[src/rtl/fetch_pkg.sv]
// fetch_pkg: reset address, fetch FSM states and redirect causes shared by the fetch sequencer
package fetch_pkg;
  localparam logic [31:0] RESET_PC_DEFAULT = 32'h8000_0000;
  typedef enum logic [1:0] {IDLE, REQ, WAIT, HOLD} fetch_state_t;
  typedef enum logic [1:0] {NONE, BR, MRET, TRAP} redir_cause_t;
endpackage

[src/rtl/redirect_arb.sv]
// redirect_arb: trap > mret > br priority select plus a pending-target register (ld stores, clr drops); trap/mret ports only with `TRAP_EN
module redirect_arb import fetch_pkg::*; (
  input  logic        clk,
  input  logic        rst,
  input  logic        ld,
  input  logic        clr,
  input  logic        br_taken,
  input  logic [31:0] br_target,
`ifdef TRAP_EN
  input  logic        trap,
  input  logic [31:0] trap_vec,
  input  logic        mret,
  input  logic [31:0] mepc,
`endif
  output logic        redir_valid,
  output logic [31:0] redir_target,
  output logic [1:0]  redir_cause
);
  redir_cause_t live_c, pend_c, cause;
  logic [31:0] live_t, pend_t;
`ifdef TRAP_EN
  assign live_c = trap ? TRAP : mret ? MRET : br_taken ? BR : NONE;
  assign live_t = trap ? trap_vec : mret ? mepc : br_target;
`else
  assign live_c = br_taken ? BR : NONE;
  assign live_t = br_target;
`endif
  always_ff @(posedge clk or posedge rst)
    if (rst) begin
      pend_c <= NONE;
      pend_t <= '0;
    end else if (clr) begin
      pend_c <= NONE;
    end else if (ld && live_c != NONE) begin
      pend_c <= live_c;
      pend_t <= live_t;
    end
  assign cause        = (live_c != NONE) ? live_c : pend_c;
  assign redir_target = (live_c != NONE) ? live_t : pend_t;
  assign redir_valid  = cause != NONE;
  assign redir_cause  = cause;
endmodule

[src/rtl/fetch_seq.sv]
// fetch_seq: drives next_pc, issues one imem fetch at a time at pc, hands instructions to decode by valid/ready; trap/mret redirect ports only with `TRAP_EN
module fetch_seq import fetch_pkg::*; #(
  parameter logic [31:0] RESET_PC = RESET_PC_DEFAULT
) (
  input  logic        clk,
  input  logic        rst,
  input  logic [31:0] pc,
  output logic [31:0] next_pc,
  output logic        imem_req,
  output logic [31:0] imem_addr,
  input  logic        imem_gnt,
  input  logic        imem_rvalid,
  input  logic [31:0] imem_rdata,
  output logic        inst_valid,
  input  logic        inst_ready,
  output logic [31:0] inst,
  output logic [31:0] inst_pc,
  input  logic        br_taken,
  input  logic [31:0] br_target
`ifdef TRAP_EN
  ,
  input  logic        trap,
  input  logic [31:0] trap_vec,
  input  logic        mret,
  input  logic [31:0] mepc
`endif
);
  fetch_state_t state, state_n;
  logic kill, kill_n, go, take, redir_valid, unused_cause;
  logic [31:0] req_pc, redir_target;
  logic [1:0] redir_cause;
  redirect_arb u_arb (
    .clk(clk),
    .rst(rst),
    .ld(state == REQ && !imem_gnt),
    .clr(go),
    .br_taken(br_taken),
    .br_target(br_target),
`ifdef TRAP_EN
    .trap(trap),
    .trap_vec(trap_vec),
    .mret(mret),
    .mepc(mepc),
`endif
    .redir_valid(redir_valid),
    .redir_target(redir_target),
    .redir_cause(redir_cause)
  );
  assign unused_cause = ^redir_cause;
  assign go         = state == REQ && imem_gnt;
  assign take       = state == WAIT && imem_rvalid && !kill && !redir_valid;
  assign imem_req   = state == REQ;
  assign imem_addr  = pc;
  assign inst_valid = state == HOLD;
  // an ungranted request keeps pc so the address stays stable; any redirect is held in the arbiter until the grant
  assign next_pc = rst ? RESET_PC :
                   (state == REQ) ? (!imem_gnt ? pc : redir_valid ? redir_target : pc + 32'd4) :
                   redir_valid ? redir_target : pc;
  always_comb begin
    state_n = state;
    kill_n = kill;
    case (state)
      IDLE: state_n = REQ;
      REQ:
        if (imem_gnt) begin
          state_n = WAIT;
          kill_n = redir_valid;
        end
      WAIT:
        if (imem_rvalid) begin
          state_n = take ? HOLD : REQ;
          kill_n = 1'b0;
        end else if (redir_valid) begin
          kill_n = 1'b1;
        end
      HOLD: if (redir_valid || inst_ready) state_n = REQ;
      default: state_n = IDLE;
    endcase
  end
  always_ff @(posedge clk or posedge rst)
    if (rst) begin
      state <= IDLE;
      kill <= 1'b0;
      req_pc <= '0;
      inst <= '0;
      inst_pc <= '0;
    end else begin
      state <= state_n;
      kill <= kill_n;
      if (go) req_pc <= pc;
      if (take) begin
        inst <= imem_rdata;
        inst_pc <= req_pc;
      end
    end
endmodule

[config.mk]
export PLATFORM = sky130hd
export DESIGN_NAME = fetch_seq
export DESIGN_NICKNAME = d
export VERILOG_FILES = /design/src/rtl/fetch_pkg.sv /design/src/rtl/redirect_arb.sv /design/src/rtl/fetch_seq.sv
export SDC_FILE = /design/constraint.sdc
export NUM_CORES = 1
export LEC_CHECK = 0
export BUFFER_PORTS_ARGS = -buffer_cell sky130_fd_sc_hd__buf_2
export CORE_UTILIZATION = 55
export CTS_BUF_LIST = sky130_fd_sc_hd__clkbuf_16
export CTS_CLUSTER_SIZE = 16
export DETAILED_ROUTE_END_ITERATION = 12
export PLACE_DENSITY = 0.95
export SYNTH_ARGS = -nofsm -noshare
export SYNTH_HDL_FRONTEND = slang
export SYNTH_SLANG_ARGS = --single-unit
[constraint.sdc]
create_clock -name clk -period 12.6 [get_ports clk]
set_clock_uncertainty 0.2 [all_clocks]
set_input_delay 1.26 -clock clk [delete_from_list [all_inputs] [get_ports clk]]
set_output_delay 1.26 -clock clk [all_outputs]
set_load 0.02 [all_outputs]
# Yosys cells after proc, flatten, opt, wreduce, memory -nomap -nowiden
# Index checks and enable logic that the tools add are counted.
[word_totals]
ff_bits = 133
input_bits = 102
output_inout_bits = 130
word_cells = 53
[classes]
add_sub_neg = 1
eq_ne = 7
n_mux = 19
n_bitwise = 1
n_reduce_logical = 18
[ops]
columns = ["operator", "count"]
rows = [
  ["$mux W32", 6],
  ["$add A32 B3 Y32 const B", 1],
  ["$mux W2", 7],
  ["$pmux W2 S4", 1],
  ["$reduce_bool A2 Y1", 4],
  ["$logic_and A1 B1 Y1", 6],
  ["$reduce_and A3 Y1", 2],
  ["$eq A2 B2 Y1 const B", 2],
  ["$mux W1", 4],
  ["$ne A2 B1 Y1 const B", 2],
  ["$logic_not A1 Y1", 3],
  ["$ne A3 B3 Y1 const B", 1],
  ["$eq A2 B1 Y1 const B", 1],
  ["$logic_not A2 Y1", 1],
  ["$ne A2 B2 Y1 const B", 1],
  ["$pmux W1 S2", 1],
  ["$reduce_and A2 Y1", 1],
  ["$logic_or A1 B1 Y1", 1],
  ["$not A1 Y1", 1],
]

# Longest topological paths before layout
[logic_depth]
ltp_word = 9
depth_mapped = 8

# Modules after synthesis
# From an unflattened synthesis, not the netlist that was laid out.
[hier_totals]
cells_unflattened = 596
hier_area_um2 = 7073.0
[modules_own_cells]
columns = ["module", "instances", "cells_per_inst", "area_per_inst_um2", "seq_area_each_um2"]
rows = [
  ["fetch_seq", 1, 484, 5300.1, 2477.4],
  ["redirect_arb", 1, 112, 1773.0, 825.8],
]

# Worst setup path after synthesis
# No wires, ideal clock.
[synth_path]
path_type = "input-to-output"
from = "input port rst"
to = "output port next_pc[31]"
t_arrival_ns = 6.780
required_ns = 11.140
slack_ns = 4.360
stages = 3
path_buffers = 1
path_cell_list = "inv_1 clkbuf_1 o221ai_1"
[synth_between]
elab_chain_len = 1
[synth_rtl]
columns = ["item", "line_no", "source"]
rows = [
  ["start: declaration", "fetch_seq.sv:6", "input logic rst,"],
  ["$mux W32", "fetch_seq.sv:56", "assign next_pc = rst ? RESET_PC :"],
  ["end: declaration", "fetch_seq.sv:8", "output logic [31:0] next_pc,"],
]
# Every way passes these cells.

# Final worst setup path
[layout_path]
from = "input port rst"
to = "output port next_pc[4]"
# The elaborated chain is that of the path after synthesis.

==> run summary <==
Drt drc -> 0
Placer Congestion -> 0.9080
Crit-path max FO -> 73
Final critical-path share of the clock period -> 0.4084
Sum of net half-perimeters after detailed placement -> 13810 µm
Clock latency on the worst-skew pair -> 0.42 ns
CP Depth -> 6
Initial Utilization -> 0.5644
Synth Cell Area -> 7123 µm²
Post-cts resize count -> 0
CP arrival -> 3.69 ns
Endpoint class of the critical path -> output pin
Initial antenna violation count -> 0
Power per standard cell area -> 217.5 nW/µm²
Nets -> 990
Slowest CP cell -> buf_4
Post-Syn Nets -> 814
Worst rel slew slack -> 0.2831
Outcome -> completed
Vias post-DR -> 6320
Share of cells above drive strength 1 -> 0.4230
Hold path depth -> 2
Antenna Nets Post-Route -> 0
Hold Fails Final Rpt -> 0
Initial DRC Count -> 849
Sequential element share of the synthesized area -> 0.4637
Hold_buf cts -> 0
Vias/cell -> 5.918
Worst path required time -> 11.14 ns
FFs w/ async S/R, synth -> 1.000
Crit path kind -> input port to output pin
YS warnings -> 0
Syn Area/Cell -> 10.08 µm²
Die Height -> 115.8 µm
I/O pin count -> 232
RSZ-0062 raised after global routing -> no
Wire per inst -> 18.51 µm
Crit path buf inv count -> 4
Fmax -> 194.3 MHz
CTS Buffer Depth -> 2
Largest net degree at the start of global routing -> 74
Hold Crit Class -> register to register
CTS sink count -> 132
Number of global-route vias before repair -> 5870
Final slew viol count -> 0
GRT Util Overall -> 0.3018
Transition time of the tightest slew-check pin -> 1.071 ns
I/O Buffers -> 231
Worst path most repeated cell -> buf_2
Total CTS buffers -> 17
Synth unique cells -> 69
CTS H-tree depth -> 4
Core Area -> 12620 µm²
Pleak -> 4.344 nW
Global-route wire length before repair -> 30300 µm
Setup violations, final -> 0
CTS root buf -> clkbuf_16
Post-synth EDFFs -> 0
Syn Inst Count -> 707
Detailed Route WL -> 19770 µm
Pwr Total -> 1.872 mW
Maxcap violations -> 0
Final Hold Slack -> 0.2706 ns
Synth Flop Type -> dfrtp_1
Max VDD drop -> 0.0001104 V
Syn-to-layout area delta -> 20.80%
Worst-path cell chain -> buf_2 -> inv_6 -> buf_4 -> o21ai_0 -> nor2_1 -> buf_2
Synthesis-stage register bit count -> 132
Die W -> 115.8 µm
DIE AREA -> 13410 µm²
Critical path's largest stage delay -> 0.79 ns
Min Tclk post-route -> 5.145 ns
R2r worst-path depth -> 8
CTS tree -> yes
TNS Setup -> 0 ns
Inserted Diodes -> 0
CP top delay family -> buffers and inverters
Grt ovf -> 0
Type of origin of the critical path -> input port
Drt first pass iters -> 6
Clk slew on worst S/H paths -> 0.06 ns
Post-CTS Setup Bufs -> 0
Row count -> 41
[kinds of logic after synthesis]
family          count (synthesis)  share of synthesized area
mux                           105                     0.1644
buf+inv                        89                    0.07342
xor+xnor                        5                   0.006149
compound gates                120                     0.1144
fa+ha+maj                       5                   0.008783
flops                         132                     0.4637
simple gates                  251                     0.1692
[worst paths after layout]
check                            from          endpoint  slack (ns)
hold / removal             req_pc[29]        req_pc[29]        0.27
setup reg to reg             state[1]  u_arb.pend_t[13]        9.15
hold reg to reg            req_pc[29]        req_pc[29]        0.27
max in group asynchronous         rst        inst_pc[0]        9.89
setup / recovery                  rst        next_pc[4]        7.45
min in group asynchronous         rst          inst[23]        1.01
[routing by layer]
| metal | global-route usage | wire length (µm) | vias to the layer above |
|---|---|---|---|
| li1 | - | - | 2861 |
| met1 | 0.3901 | 7933 | 3020 |
| met2 | 0.4806 | 9452 | 377 |
| met3 | 0.08368 | 1776 | 62 |
| met4 | 0.1231 | 605 | 0 |
| met5 | 0 | 0 | - |
[area by class of cell]
cell class	instances	area [µm²]
Multi-Input combinational cell	486	3302
Timing Repair Buffer	237	1201
Clock buffer	17	425.4
Clock inverter	15	118.9
Tap cell	172	215.2
Sequential cell	132	3303
Inverter	9	38.79
Fill cell	1003	4015
[per-stage QoR]
| stage | instance area (µm²) | util | worst slack, ns | cells |
|---|---|---|---|---|
| after floorplan | 7123 | - | 4.361 | 707 |
| after global placement | 8060 | 0.6387 | 7.429 | 1036 |
| after detailed placement | 8060 | 0.6387 | 7.414 | 1036 |
| after CTS | 8605 | 0.6818 | 7.370 | 1068 |
| after global routing | 8605 | 0.6818 | 7.159 | 1068 |
| final | 8605 | 0.6818 | 7.455 | 1068 |
[sequential cells by signal, indices dropped and copies added (netlist names)]
name / flops
req_pc: 32
u_arb.pend_t: 32
inst_pc: 32
u_arb.pend_c: 1
kill: 1
state: 2
inst: 32
[cells in the final DEF, fill, tap and decap left out, types with 8 or more instances in the layout]
master / count
nor4_1: 8
nand4_1: 13
a21oi_1: 27
o21ai_0: 23
inv_1: 8
nor3_1: 14
dfrtp_1: 132
mux2i_1: 9
clkbuf_16: 17
nor2_1: 33
mux2_2: 96
nand3_1: 11
nand2_1: 128
buf_2: 231
a211oi_1: 13
o22ai_1: 8
[synthesized netlist by cell type (8+ instances only)]
cell        n  area (µm²)
o21ai_0    23       115.1
nand3_1    11       55.05
clkbuf_1   22       82.58
nor4_1      8       50.05
nand2_1   128       480.5
a21oi_1    27       135.1
o22ai_1     8       50.05
inv_1       8       30.03
nor2_1     33       123.9
nor3_1     15       75.07
dfrtp_1   132        3303
mux2_2     96        1081
mux2i_1     9       90.09
buf_2      10       50.05
a211oi_1   13       97.59
buf_4      35       262.8
nand4_1    13       81.33
[report_power, final]
part / leakage, nW / internal (mW) / switching, mW
Combinational: 2.39 / 0.282 / 0.434
Clock: 0.261 / 0.268 / 0.183
Sequential: 1.70 / 0.604 / 0.102
[tightest hold or removal path: cells and delay by family, from the launching register on]
kind	cells	cell delay, ns
DFF	1	0.34
and+or+nand+nor	2	0.10
No activity file was read; power rests on OpenSTA's default activity.
